--- config.mk ---
export PLATFORM = sky130hd
export DESIGN_NAME = bus_master_if
export DESIGN_NICKNAME = d
export VERILOG_FILES = /design/src/rtl/bus_master_if_pkg.sv /design/src/rtl/bus_master_if_watchdog.sv /design/src/rtl/bus_master_if.sv
export SDC_FILE = /design/constraint.sdc
export NUM_CORES = 1
export LEC_CHECK = 0
export BUFFER_PORTS_ARGS = -buffer_cell sky130_fd_sc_hd__buf_2
export CORE_UTILIZATION = 44
export DETAILED_ROUTE_END_ITERATION = 7
export GPL_ROUTABILITY_DRIVEN = 0
export PLACE_DENSITY_LB_ADDON = 0.15
export SYNTH_ARGS = -nofsm -noshare
export SYNTH_HDL_FRONTEND = slang
export SYNTH_SLANG_ARGS = --single-unit
--- constraint.sdc ---
create_clock -name clk -period 2.1 [get_ports clk]
set_clock_uncertainty 0.05 [all_clocks]
set_input_delay 0.105 -clock clk [delete_from_list [all_inputs] [get_ports clk]]
set_output_delay 0.105 -clock clk [all_outputs]
set_load 0.05 [all_outputs]
--- src/rtl/bus_master_if_pkg.sv ---
// Shared types and constants for the per-master bus interface.
// Bus control levels are active-low, so the enable/disable names are used instead of 0/1.
package bus_master_if_pkg;

    localparam int DEFAULT_ADDR_W = 30;
    localparam int DEFAULT_DATA_W = 32;
    localparam int BUS_IF_STATE_W = 2;

    localparam logic BUS_READ  = 1'b1;
    localparam logic BUS_WRITE = 1'b0;

    localparam logic ENABLE_  = 1'b0;
    localparam logic DISABLE_ = 1'b1;

    typedef enum logic [BUS_IF_STATE_W-1:0] {
        ST_IDLE   = 2'd0,
        ST_REQ    = 2'd1,
        ST_ACCESS = 2'd2,
        ST_STALL  = 2'd3
    } bus_if_state_t;

endpackage

--- src/rtl/bus_master_if_watchdog.sv ---
// Access watchdog: counts cycles spent waiting for the slave.
// The expired flag is raised combinationally when the count reaches TIMEOUT-1.
module bus_watchdog #(
    parameter int TIMEOUT = 255
) (
    input  logic clk,
    input  logic reset,
    input  logic clear,
    input  logic enable,
    output logic expired
);

    logic [7:0] cnt_reg;

    always_ff @(posedge clk) begin
        if (reset || clear) begin
            cnt_reg <= 8'd0;
        end else if (enable) begin
            cnt_reg <= cnt_reg + 8'd1;
        end
    end

    assign expired = (cnt_reg == 8'(TIMEOUT - 1));

endmodule

--- src/rtl/bus_master_if.sv ---
// Per-master bus interface: converts one CPU access into a request/grant,
// a single-cycle address strobe, and a wait for slave ready (with timeout).
module bus_master_if
    import bus_master_if_pkg::*;
#(
    parameter int ADDR_W  = DEFAULT_ADDR_W,
    parameter int DATA_W  = DEFAULT_DATA_W,
    parameter int TIMEOUT = 255
) (
    input  logic              clk,
    input  logic              reset,
    input  logic              cpu_req,
    input  logic              cpu_rw,
    input  logic [ADDR_W-1:0] cpu_addr,
    input  logic [DATA_W-1:0] cpu_wr_data,
    input  logic              stall,
    input  logic              flush,
    output logic [DATA_W-1:0] cpu_rd_data,
    output logic              cpu_busy,
    output logic              cpu_err,
    output logic              bus_req_,
    input  logic              bus_grnt_,
    output logic [ADDR_W-1:0] bus_addr,
    output logic              bus_as_,
    output logic              bus_rw,
    output logic [DATA_W-1:0] bus_wr_data,
    input  logic [DATA_W-1:0] bus_rd_data,
    input  logic              bus_rdy_
);

    bus_if_state_t     state_reg;
    logic [ADDR_W-1:0] addr_reg;
    logic              rw_reg;
    logic [DATA_W-1:0] wr_data_reg;
    logic [DATA_W-1:0] rd_buf_reg;

    logic rdy;
    logic wd_clear;
    logic wd_enable;
    logic wd_expired;

    assign rdy       = (bus_rdy_ == ENABLE_);
    assign wd_clear  = (state_reg != ST_ACCESS);
    assign wd_enable = (state_reg == ST_ACCESS) && !rdy && !wd_expired;

    bus_watchdog #(
        .TIMEOUT(TIMEOUT)
    ) u_watchdog (
        .clk     (clk),
        .reset   (reset),
        .clear   (wd_clear),
        .enable  (wd_enable),
        .expired (wd_expired)
    );

    // Completion is reported in the same cycle the slave signals ready.
    always_comb begin
        cpu_busy    = 1'b0;
        cpu_rd_data = rd_buf_reg;
        case (state_reg)
            ST_IDLE:   cpu_busy = cpu_req;
            ST_REQ:    cpu_busy = 1'b1;
            ST_ACCESS: begin
                cpu_busy = !rdy && !wd_expired;
                if (rdy) begin
                    cpu_rd_data = bus_rd_data;
                end
            end
            default:   cpu_busy = 1'b0;
        endcase
    end

    always_ff @(posedge clk) begin
        if (reset) begin
            state_reg   <= ST_IDLE;
            addr_reg    <= '0;
            rw_reg      <= BUS_READ;
            wr_data_reg <= '0;
            rd_buf_reg  <= '0;
            cpu_err     <= 1'b0;
            bus_req_    <= DISABLE_;
            bus_as_     <= DISABLE_;
            bus_rw      <= BUS_READ;
            bus_addr    <= '0;
            bus_wr_data <= '0;
        end else begin
            cpu_err <= 1'b0;
            case (state_reg)
                ST_IDLE: begin
                    if (cpu_req && !flush) begin
                        addr_reg    <= cpu_addr;
                        rw_reg      <= cpu_rw;
                        wr_data_reg <= cpu_wr_data;
                        bus_req_    <= ENABLE_;
                        state_reg   <= ST_REQ;
                    end
                end
                ST_REQ: begin
                    if (flush) begin
                        bus_req_  <= DISABLE_;
                        state_reg <= ST_IDLE;
                    end else if (bus_grnt_ == ENABLE_) begin
                        bus_as_     <= ENABLE_;
                        bus_addr    <= addr_reg;
                        bus_rw      <= rw_reg;
                        bus_wr_data <= wr_data_reg;
                        state_reg   <= ST_ACCESS;
                    end
                end
                ST_ACCESS: begin
                    bus_as_ <= DISABLE_;
                    // Bus request stays asserted until the cycle ends so ownership is kept.
                    if (rdy || wd_expired) begin
                        bus_req_    <= DISABLE_;
                        bus_rw      <= BUS_READ;
                        bus_addr    <= '0;
                        bus_wr_data <= '0;
                        if (rdy) begin
                            if (rw_reg == BUS_READ) begin
                                rd_buf_reg <= bus_rd_data;
                            end
                            state_reg <= stall ? ST_STALL : ST_IDLE;
                        end else begin
                            cpu_err   <= 1'b1;
                            state_reg <= ST_IDLE;
                        end
                    end
                end
                default: begin
                    if (!stall) begin
                        state_reg <= ST_IDLE;
                    end
                end
            endcase
        end
    end

endmodule

Word-level counts from Yosys, hierarchy flattened

Index checks and enable logic that the tools add are counted.

Flip-flop bits (word level): 171
Bits of input ports: 102
Output and inout bits: 99
Word-level logic and storage cells: 75

Add/subtract/negate cells: 1
Eq/ne operators: 11
Mux-type cells: 30
Bitwise logic cells: 3
Reduce and logical (&&, ||, !) cells: 18

Operator list:

| cell                                           | count |
|---|---|
| 2-to-1 mux 32 bit                              | 5 |
| 2-to-1 mux 30 bit                              | 3 |
| case mux 32 bit (2 select lines)               | 1 |
| case mux 30 bit (2 select lines)               | 1 |
| AND reduction 4 bit                            | 4 |
| 2-to-1 mux 2 bit                               | 7 |
| != test 2 bit (second input constant)          | 5 |
| adder 8 x 1 -> 8 bit (second input constant)   | 1 |
| == test 8 bit (second input constant)          | 1 |
| 2-to-1 mux 1 bit                               | 8 |
| case mux 1 bit (3 select lines)                | 2 |
| case mux 2 bit (3 select lines)                | 1 |
| logical AND 1 bit                              | 4 |
| != test 4 x 1 -> 1 bit (second input constant) | 1 |
| case mux 1 bit (2 select lines)                | 2 |
| != test 3 bit (second input constant)          | 1 |
| NOT 1 bit                                      | 3 |
| AND reduction 3 bit                            | 1 |
| nonzero test 3 bit                             | 1 |
| OR reduction 3 bit                             | 1 |
| == test 2 x 1 -> 1 bit (second input constant) | 1 |
| == test 2 bit (second input constant)          | 1 |
| zero test 1 bit                                | 2 |
| zero test 2 bit                                | 1 |
| other kinds (4)                                | 5 |

Depth between registers and ports, before layout

Gate-level depths: netlist of the first run.

Word-level depth: 4
Mapped depth: 9
Mapped depth without buffers: 6

Hierarchy

A second synthesis of the first run with hierarchy kept.

Cell total of the unflattened synthesis: 679
Area total of the unflattened synthesis: 6347.3 µm²

Modules (own cells, without submodules):

| module        | times used | cells each | area an instance (µm²) | sequential area each (µm²) |
|---|---|---|---|---|
| bus_master_if | 1          | 637        | 5978.2                 | 3263.1 |
| bus_watchdog  | 1          | 42         | 369.1                  | 160.2 |

Worst setup path after synthesis of the first run

No wires, ideal clock.

Path kind: reg2out
From: register state_reg[0]
To: output cpu_busy
Arrival: 1807 ps
Required time: 1945 ps
Path slack: 138 ps
Stages on the path, launching flop included: 8
Path buffers: 2
Cells stage by stage: dfxtp_1 inv_1 ha_1 buf_4 and2_2 o21ai_2 buf_6 a21oi_1

Word-level cells in the longest chain between the ends: 2
Elaborated cells between the ends (all ways): 4
Those cells by class: 2 x eq/ne; 1 x mux; 1 x reduce/logical

Ends and longest elaborated chain:

| what                                        | RTL line             | source |
|---|---|---|
| from (decl)                                 | bus_master_if.sv:31  | `bus_if_state_t state_reg;` |
| from (signal assigned)                      | bus_master_if.sv:122 | `state_reg <= stall ? ST_STALL : ST_IDLE;` |
| == test 2 bit, or another cell as far along | bus_master_if.sv:60  | `case (state_reg)` |
| case mux 1 bit (3 select lines) *           | bus_master_if.sv:60  |  |
| to (decl)                                   | bus_master_if.sv:19  | `output logic cpu_busy,` |

Mark *: on every way between the ends. The rest lies on a longest branch, timed or not.

Worst setup path after layout of the first run

From: register state_reg[0]
To: register state_reg[0]

Word-level cells in the longest chain between the ends: 3
Elaborated cells between the ends (all ways): 9
Those cells by class: 6 x eq/ne; 1 x mux; 2 x reduce/logical

Ends and longest elaborated chain:

| what                                                           | RTL line            | source |
|---|---|---|
| == test 2 bit, or another cell as far along                    | bus_master_if.sv:88 | `case (state_reg)` |
| != test 4 x 1 -> 1 bit (no line), or another cell as far along | -                   |  |
| AND reduction 4 bit (no line)                                  | -                   |  |

Several ways; a longest one is shown, not always the timed one.
A chain may end at the register's enable or synchronous reset.

==> results of run 1 <==
[cell type report]
cell class | count | area share (%)
flip-flops and latches | 171 | 36.0
multi-input cells | 451 | 29.0
repair buffers | 325 | 26.2
clock buffers | 19 | 4.66
well taps | 180 | 2.37
clock inverters | 12 | 1.43
inverters | 7 | 0.276
[critical path, delay by kind of cell (launching register included)]
family / cells / cell delay, ns
simple gates: 2 / 0.31
buf+inv: 1 / 0.13
flops: 1 / 0.34
fa+ha+maj: 1 / 0.21
compound gates: 2 / 0.91
[power by group through the flow]
stage	registers, uW	logic, uW	clock network (uW)
after global placement	3550	1130	0
after global routing	3510	1540	3300
after CTS	3490	1380	3170
after floorplan	3640	744	0
final	3500	1440	3100
after detailed placement	3560	1150	0
[worst max-delay path by stage]
stage	slack, ns	to	depth (start not counted)	start
2_1_floorplan	0.14	cpu_busy	7	state_reg[0]
3_3_place_gp	0.16	bus_wr_data[1]	7	state_reg[1]
3_5_place_dp	0.06	state_reg[0]	6	state_reg[1]
4_1_cts	0.004	cpu_rd_data[4]	7	state_reg[0]
5_1_grt	-0.08	cpu_rd_data[30]	7	state_reg[0]
6_report	-0.02	state_reg[0]	6	state_reg[0]
[cell usage in the layout, fill, tap and decap left out, types with 4 or more instances in the layout]
| cell type | synthesis | routed |
|---|---|---|
| inv_1 | 7 | 6 |
| dfxtp_1 | 171 | 169 |
| ha_1 | 6 | 4 |
| buf_2 | 5 | 167 |
| mux2_4 | 0 | 9 |
| buf_12 | 0 | 4 |
| dlygate4sd3_1 | 0 | 97 |
| inv_6 | 0 | 4 |
| mux2_2 | 32 | 23 |
| buf_6 | 13 | 27 |
| a22o_1 | 11 | 11 |
| nand2_1 | 195 | 195 |
| a22o_2 | 51 | 51 |
| buf_8 | 0 | 8 |
| nor2_1 | 7 | 6 |
| clkbuf_16 | 0 | 18 |
| buf_4 | 1 | 21 |
| a21oi_1 | 102 | 102 |
[synthesized netlist by cell type (3+ instances only)]
cell type,count,area (um2)
dfxtp_1,171,3420
buf_6,13,146
buf_2,5,25.0
a22o_1,11,96.3
ha_1,6,75.1
nor2_1,7,26.3
o211ai_1,3,22.5
mux2_2,32,360
clkbuf_1,31,116
inv_1,7,26.3
a22o_2,51,510
a21oi_1,102,510
nand3_1,3,15.0
xor2_1,3,26.3
nand2_1,195,732
o21ai_0,3,15.0
[per-stage QoR]
| stage | cells | cell area (um2) | hold WS (ns) |
|---|---|---|---|
| after floorplan | 679 | 6410 | 0.174 |
| after global placement | 1024 | 7530 | 0.288 |
| after detailed placement | 1024 | 7530 | 0.301 |
| after CTS | 1160 | 9410 | 0.0633 |
| after global routing | 1165 | 9510 | 0.0726 |
| final | 1165 | 9510 | 0.0529 |
[kinds of logic after synthesis]
family,share of synthesized area (%)
fa+ha+maj,1.17
mux,5.62
compound gates,19.9
xor+xnor,0.683
flops,53.4
buf+inv,5.02
simple gates,14.2
[per-layer routing]
| layer | share of wire (%) | vias to the layer above | GRT usage (%) |
|---|---|---|---|
| li1 | - | 2918 | - |
| met2 | 50 | 208 | 41.0 |
| met5 | 0 | - | 0 |
| met3 | 6.2 | 29 | 6.41 |
| met4 | 1.9 | 0 | 9.83 |
| met1 | 42 | 2796 | 26.6 |
[what timing repair did]
item / CTS / global route
hold buffers: 97 / 0
endpoints found under the hold margin: 97 / 0
endpoints found under the setup margin: 33 / 46
cloned: 2 / 1
buffers inserted: 6 / 7
pin swaps: 0 / 2
resized for setup: 73 / 25
==> reports/results.tsv, run 1 <==
metric	value	unit
nNetsFinal	1081	
ys.flop_type	dfxtp_1	
root_buffer	clkbuf_16	
syn_nets	787	
grt_pass1_wl	27400	um
seqCellArea	3430	um2
min_path_cells	4	
clock_latency	0.43	ns
p_leak	0.00405	uW
ios	201	
routedWlPerCell	15.4	um
dp_hpwl	10000	um
io_buffers	200	
p_switching	2260	uW
layout_setup_ws	-0.0239	ns
clkSlewWorstSetupHoldPaths	0.06	ns
p_int	5780	uW
die_h	123	um
area.growth.synth_to_final	48.3	%
antenna_cells	0	
maxCapViolCount	0	
dieArea	15100	um2
timing.final.crit_share	101	%
crit_chain	buf_4 > ha_2 > nor2b_1 > a221oi_2 > nand2_1 > o41ai_1	
cts_buffers	17	
min_path_type	input pin to flip-flop	
core	14000	um2
r2r_cells	6	
drt_iter0_markers	304	
multi_input_area	2760	um2
power	8030	uW
slew_violations	0	
clkPwrFrac	38.6	%
power_frac_seq	43.5	%
violations	negative setup slack	
fin_tns_setup	-0.144	ns
p_comb_share	17.9	%
cts_tree	built	
worstSetupEndpointType	flip-flop	
dp_slack	0.0612	ns
worstMarginPinSlew	0.650	ns
grt_pass1_vias	5770	
reg2reg_slack	-0.02	ns
vias	5951	
ys_seq_area_share	53.4	%
grt_max_degree	56	
antenna_left	0	
overflow	0	
hold_violations	0	
swShare	28.1	%
synthCells	679	
setup.worst_path.start_class	flip-flop	
yosys_register_bits	171	
post-route-util	67.7	%
fmax	0.471	GHz
crit_slowest_cell	o41ai_1	
synth_edf_count	0	
crit_type	flip-flop to flip-flop	
routed_wl	17900	um
layout-drive-gt1-share	36.3	%
drc_errors	0	
max_stage_delay	0.52	ns
die_x	123	um
setup_viol	9	
outcome	finished with violations	
r2r_start	state_reg[0]	
syn_area	6410	um2
powerDensity	845	nW/um2
num_rows	43	
antenna_found_initial	0	
worstPathRequired	2.31	ns
r2r-end	state_reg[0]	
clock_sinks	171	
initial_utilization	45.6	%
ys_async_sr_fraction	0	%
fillers	1064	
clk_path_buf_depth	2	
ys_warn_count	0	
hold_end	state_reg[1]	
rsz0062_at_grt	true	
slew-limit-headroom	56.7	%
timing.final.crit_period	2.12	ns
worstPathArrival	2.33	ns
min_from	bus_grnt_	
vias_per_cell	5.11	
htreeDepth	4	
globalRouteTotalUtil	23.4	%
synth.distinct_cells	44	
avgSynthCellArea	9.44	um2
drt_pass1_iterations	5	
critPathMaxFanout	6	
ir_drop	0.000570	V
Power figures use the tool's default switching activity.
==> inputs of run 2 (changes only) <==
- GPL_TIMING_DRIVEN: default -> 0
- SKIP_CTS_REPAIR_TIMING: default -> 1
==> reports/results.tsv, run 2 (synthesized netlist as in run 1, its figures left out) <==
metric	value	unit	change
outcome	finished with violations		unchanged
violations	negative hold slack, negative setup slack		was negative setup slack
powerDensity	814	nW/um2	was 845 nW/um2
hold_slack	-0.0103	ns	was 0.0529 ns
hold_violations	2		was 0
critPathLaunch	state_reg[0]		unchanged
hold_end	state_reg[0]		was state_reg[1]
slew_violations	0		unchanged
r2r_cells	10		was 6
r2r-end	u_watchdog.cnt_reg[7]		was state_reg[0]
dp_hpwl	11600	um	was 10000 um
antenna_cells	0		unchanged
max_stage_delay	0.33	ns	was 0.52 ns
path_delay_family	buffers and inverters		was compound AO/OA/AOI/OAI gates
cts_buffers	17		unchanged
critPathMaxFanout	6		unchanged
antenna_left	0		unchanged
die_h	123	um	unchanged
crit_buf_inv	5		was 1
worstPathArrival	2.08	ns	was 2.33 ns
worstMarginPinSlew	0.693	ns	was 0.650 ns
grt_pass1_wl	24300	um	was 27400 um
post_dp_cell_area	7630	um2	was 7530 um2
grt_max_degree	17		was 56
layout_common_cells	nand2_1 (195), dfxtp_1 (169), buf_2 (168), a21oi_1 (101), dlygate4sd3_1 (96)		was nand2_1 (195), dfxtp_1 (169), buf_2 (167), a21oi_1 (102), dlygate4sd3_1 (97)
final_common_cell	nand2_1		unchanged
root_buffer	clkbuf_16		unchanged
vias_per_cell	5.09		was 5.11
ir_drop	0.000534	V	was 0.000570 V
worstPathRequired	1.95	ns	was 2.31 ns
final_area	9930	um2	was 9510 um2
area.growth.synth_to_final	54.9	%	was 48.3%
worstSetupEndpointType	output pin		was flip-flop
dieArea	15100	um2	unchanged
clk_path_buf_depth	2		unchanged
crit_slowest_cell	dfxtp_2		was o41ai_1
drt_pass1_iterations	5		unchanged
drc_errors	0		unchanged
stdcell_count	1200		was 1165
fmax	0.448	GHz	was 0.471 GHz
slew-limit-headroom	53.8	%	was 56.7%
p_leak	0.00422	uW	was 0.00405 uW
timing.final.crit_share	106	%	was 101%
rsz0062_at_grt	true		unchanged
cts_tree	built		unchanged
clock_sinks	171		unchanged
setup.worst_path.start_class	flip-flop		unchanged
routedWlPerCell	16.1	um	was 15.4 um
drt_iter0_markers	339		was 304
power	8080	uW	was 8030 uW
io_buffers	199		was 200
layout_setup_ws	-0.132	ns	was -0.0239 ns
routed_wl	19300	um	was 17900 um
crit_chain	inv_2 > ha_4 > buf_6 > nor2b_4 > buf_12 > clkbuf_16 > mux2_4 > buf_8		was buf_4 > ha_2 > nor2b_1 > a221oi_2 > nand2_1 > o41ai_1
globalRouteTotalUtil	21.1	%	was 23.4%
r2r_start	state_reg[0]		unchanged
min_path_cells	3		was 4
layout-drive-gt1-share	37.1	%	was 36.3%
nNetsFinal	1115		was 1081
maxCapViolCount	0		unchanged
clock_latency	0.42	ns	was 0.43 ns
die_x	123	um	unchanged
core	14000	um2	unchanged
antenna_found_initial	0		unchanged
timing.final.crit_period	2.23	ns	was 2.12 ns
min_from	stall		was bus_grnt_
clkSlewWorstSetupHoldPaths	0.06	ns	about the same
place_inst	1058		was 1024
grt_pass1_vias	5069		was 5770
reg2reg_slack	0.01	ns	was -0.02 ns
dp_slack	-0.190	ns	was 0.0612 ns
fillers	1011		was 1064
htreeDepth	4		unchanged
min_path_type	input pin to flip-flop		unchanged
overflow	0		unchanged
vias	6106		was 5951
setup_viol	31		was 9
initial_utilization	45.6	%	unchanged
num_rows	43		unchanged
ios	201		unchanged
crit_type	flip-flop to output pin		was flip-flop to flip-flop
==> run 2: cell types whose count changed in the layout (fill, tap and decap cells not counted), moves of 3 or more <==
cell | before | now
buf_6 | 27 | 15
buf_8 | 8 | 34
clkbuf_16 | 18 | 21
clkbuf_1 | 1 | 19
mux2_2 | 23 | 0
buf_4 | 21 | 10
mux2_4 | 9 | 32
clkbuf_2 | 0 | 12
==> run 2: power breakdown <==
group | internal (uW) | total (uW) | leakage, uW | switching (uW)
logic | 694 | 1600 | 0.00256 | 907
clock network | 1680 | 2980 | 0.000269 | 1310
registers | 3410 | 3500 | 0.00139 | 89.9
==> run 2: layout make-up <==
| type | instances | area, um2 | share of cell area [%] |
|---|---|---|---|
| multi-input cells | 451 | 2850 | 28.7 |
| flip-flops and latches | 171 | 3430 | 34.5 |
| plain buffers | 49 | 362 | 3.64 |
| repair buffers | 310 | 2480 | 25.0 |
| inverters | 7 | 26.3 | 0.265 |
| clock buffers | 20 | 447 | 4.50 |
| clock inverters | 12 | 114 | 1.15 |
| well taps | 180 | 225 | 2.27 |
==> run 2: how the worst max path moves through the flow <==
| stage | to | slack, ns | depth (start not counted) |
|---|---|---|---|
| 5_1_grt | cpu_rd_data[28] | -0.18 | 8 |
| 2_1_floorplan | cpu_busy | 0.14 | 7 |
| 3_3_place_gp | cpu_rd_data[23] | -0.16 | 8 |
| 6_report | cpu_rd_data[28] | -0.13 | 8 |
| 4_1_cts | cpu_rd_data[9] | -0.67 | 8 |
| 3_5_place_dp | cpu_rd_data[9] | -0.19 | 8 |
==> run 2: worst register-to-register path, cell delays in order (launching register included) <==
cell and delay, ns:
dfxtp_2 0.33, inv_2 0.08, ha_4 0.13, buf_6 0.10, buf_4 0.11, and2_2 0.17, o21ai_2 0.09, buf_6 0.16
buf_4 0.13, or4_1 0.50, a21oi_1 0.16
==> run 2: metal layers <==
layer  track usage (%)  part of all wire (%)  vias to the layer above
met4              9.53                   2.4                        0
li1                  -                     -                     2981
met1              24.6                    41                     2841
met5                 0                     0                        -
met3              6.41                   6.6                       43
met2              35.3                    50                      241
==> run 2: stage by stage <==
step / TNS [ns] / utilization, %
after global placement: -8.35 / 54.3
after floorplan: 0 / -
after CTS: -36.11 / 58.3
after detailed placement: -18.18 / 54.3
final: -3.43 / 70.7
after global routing: -5.13 / 70.7
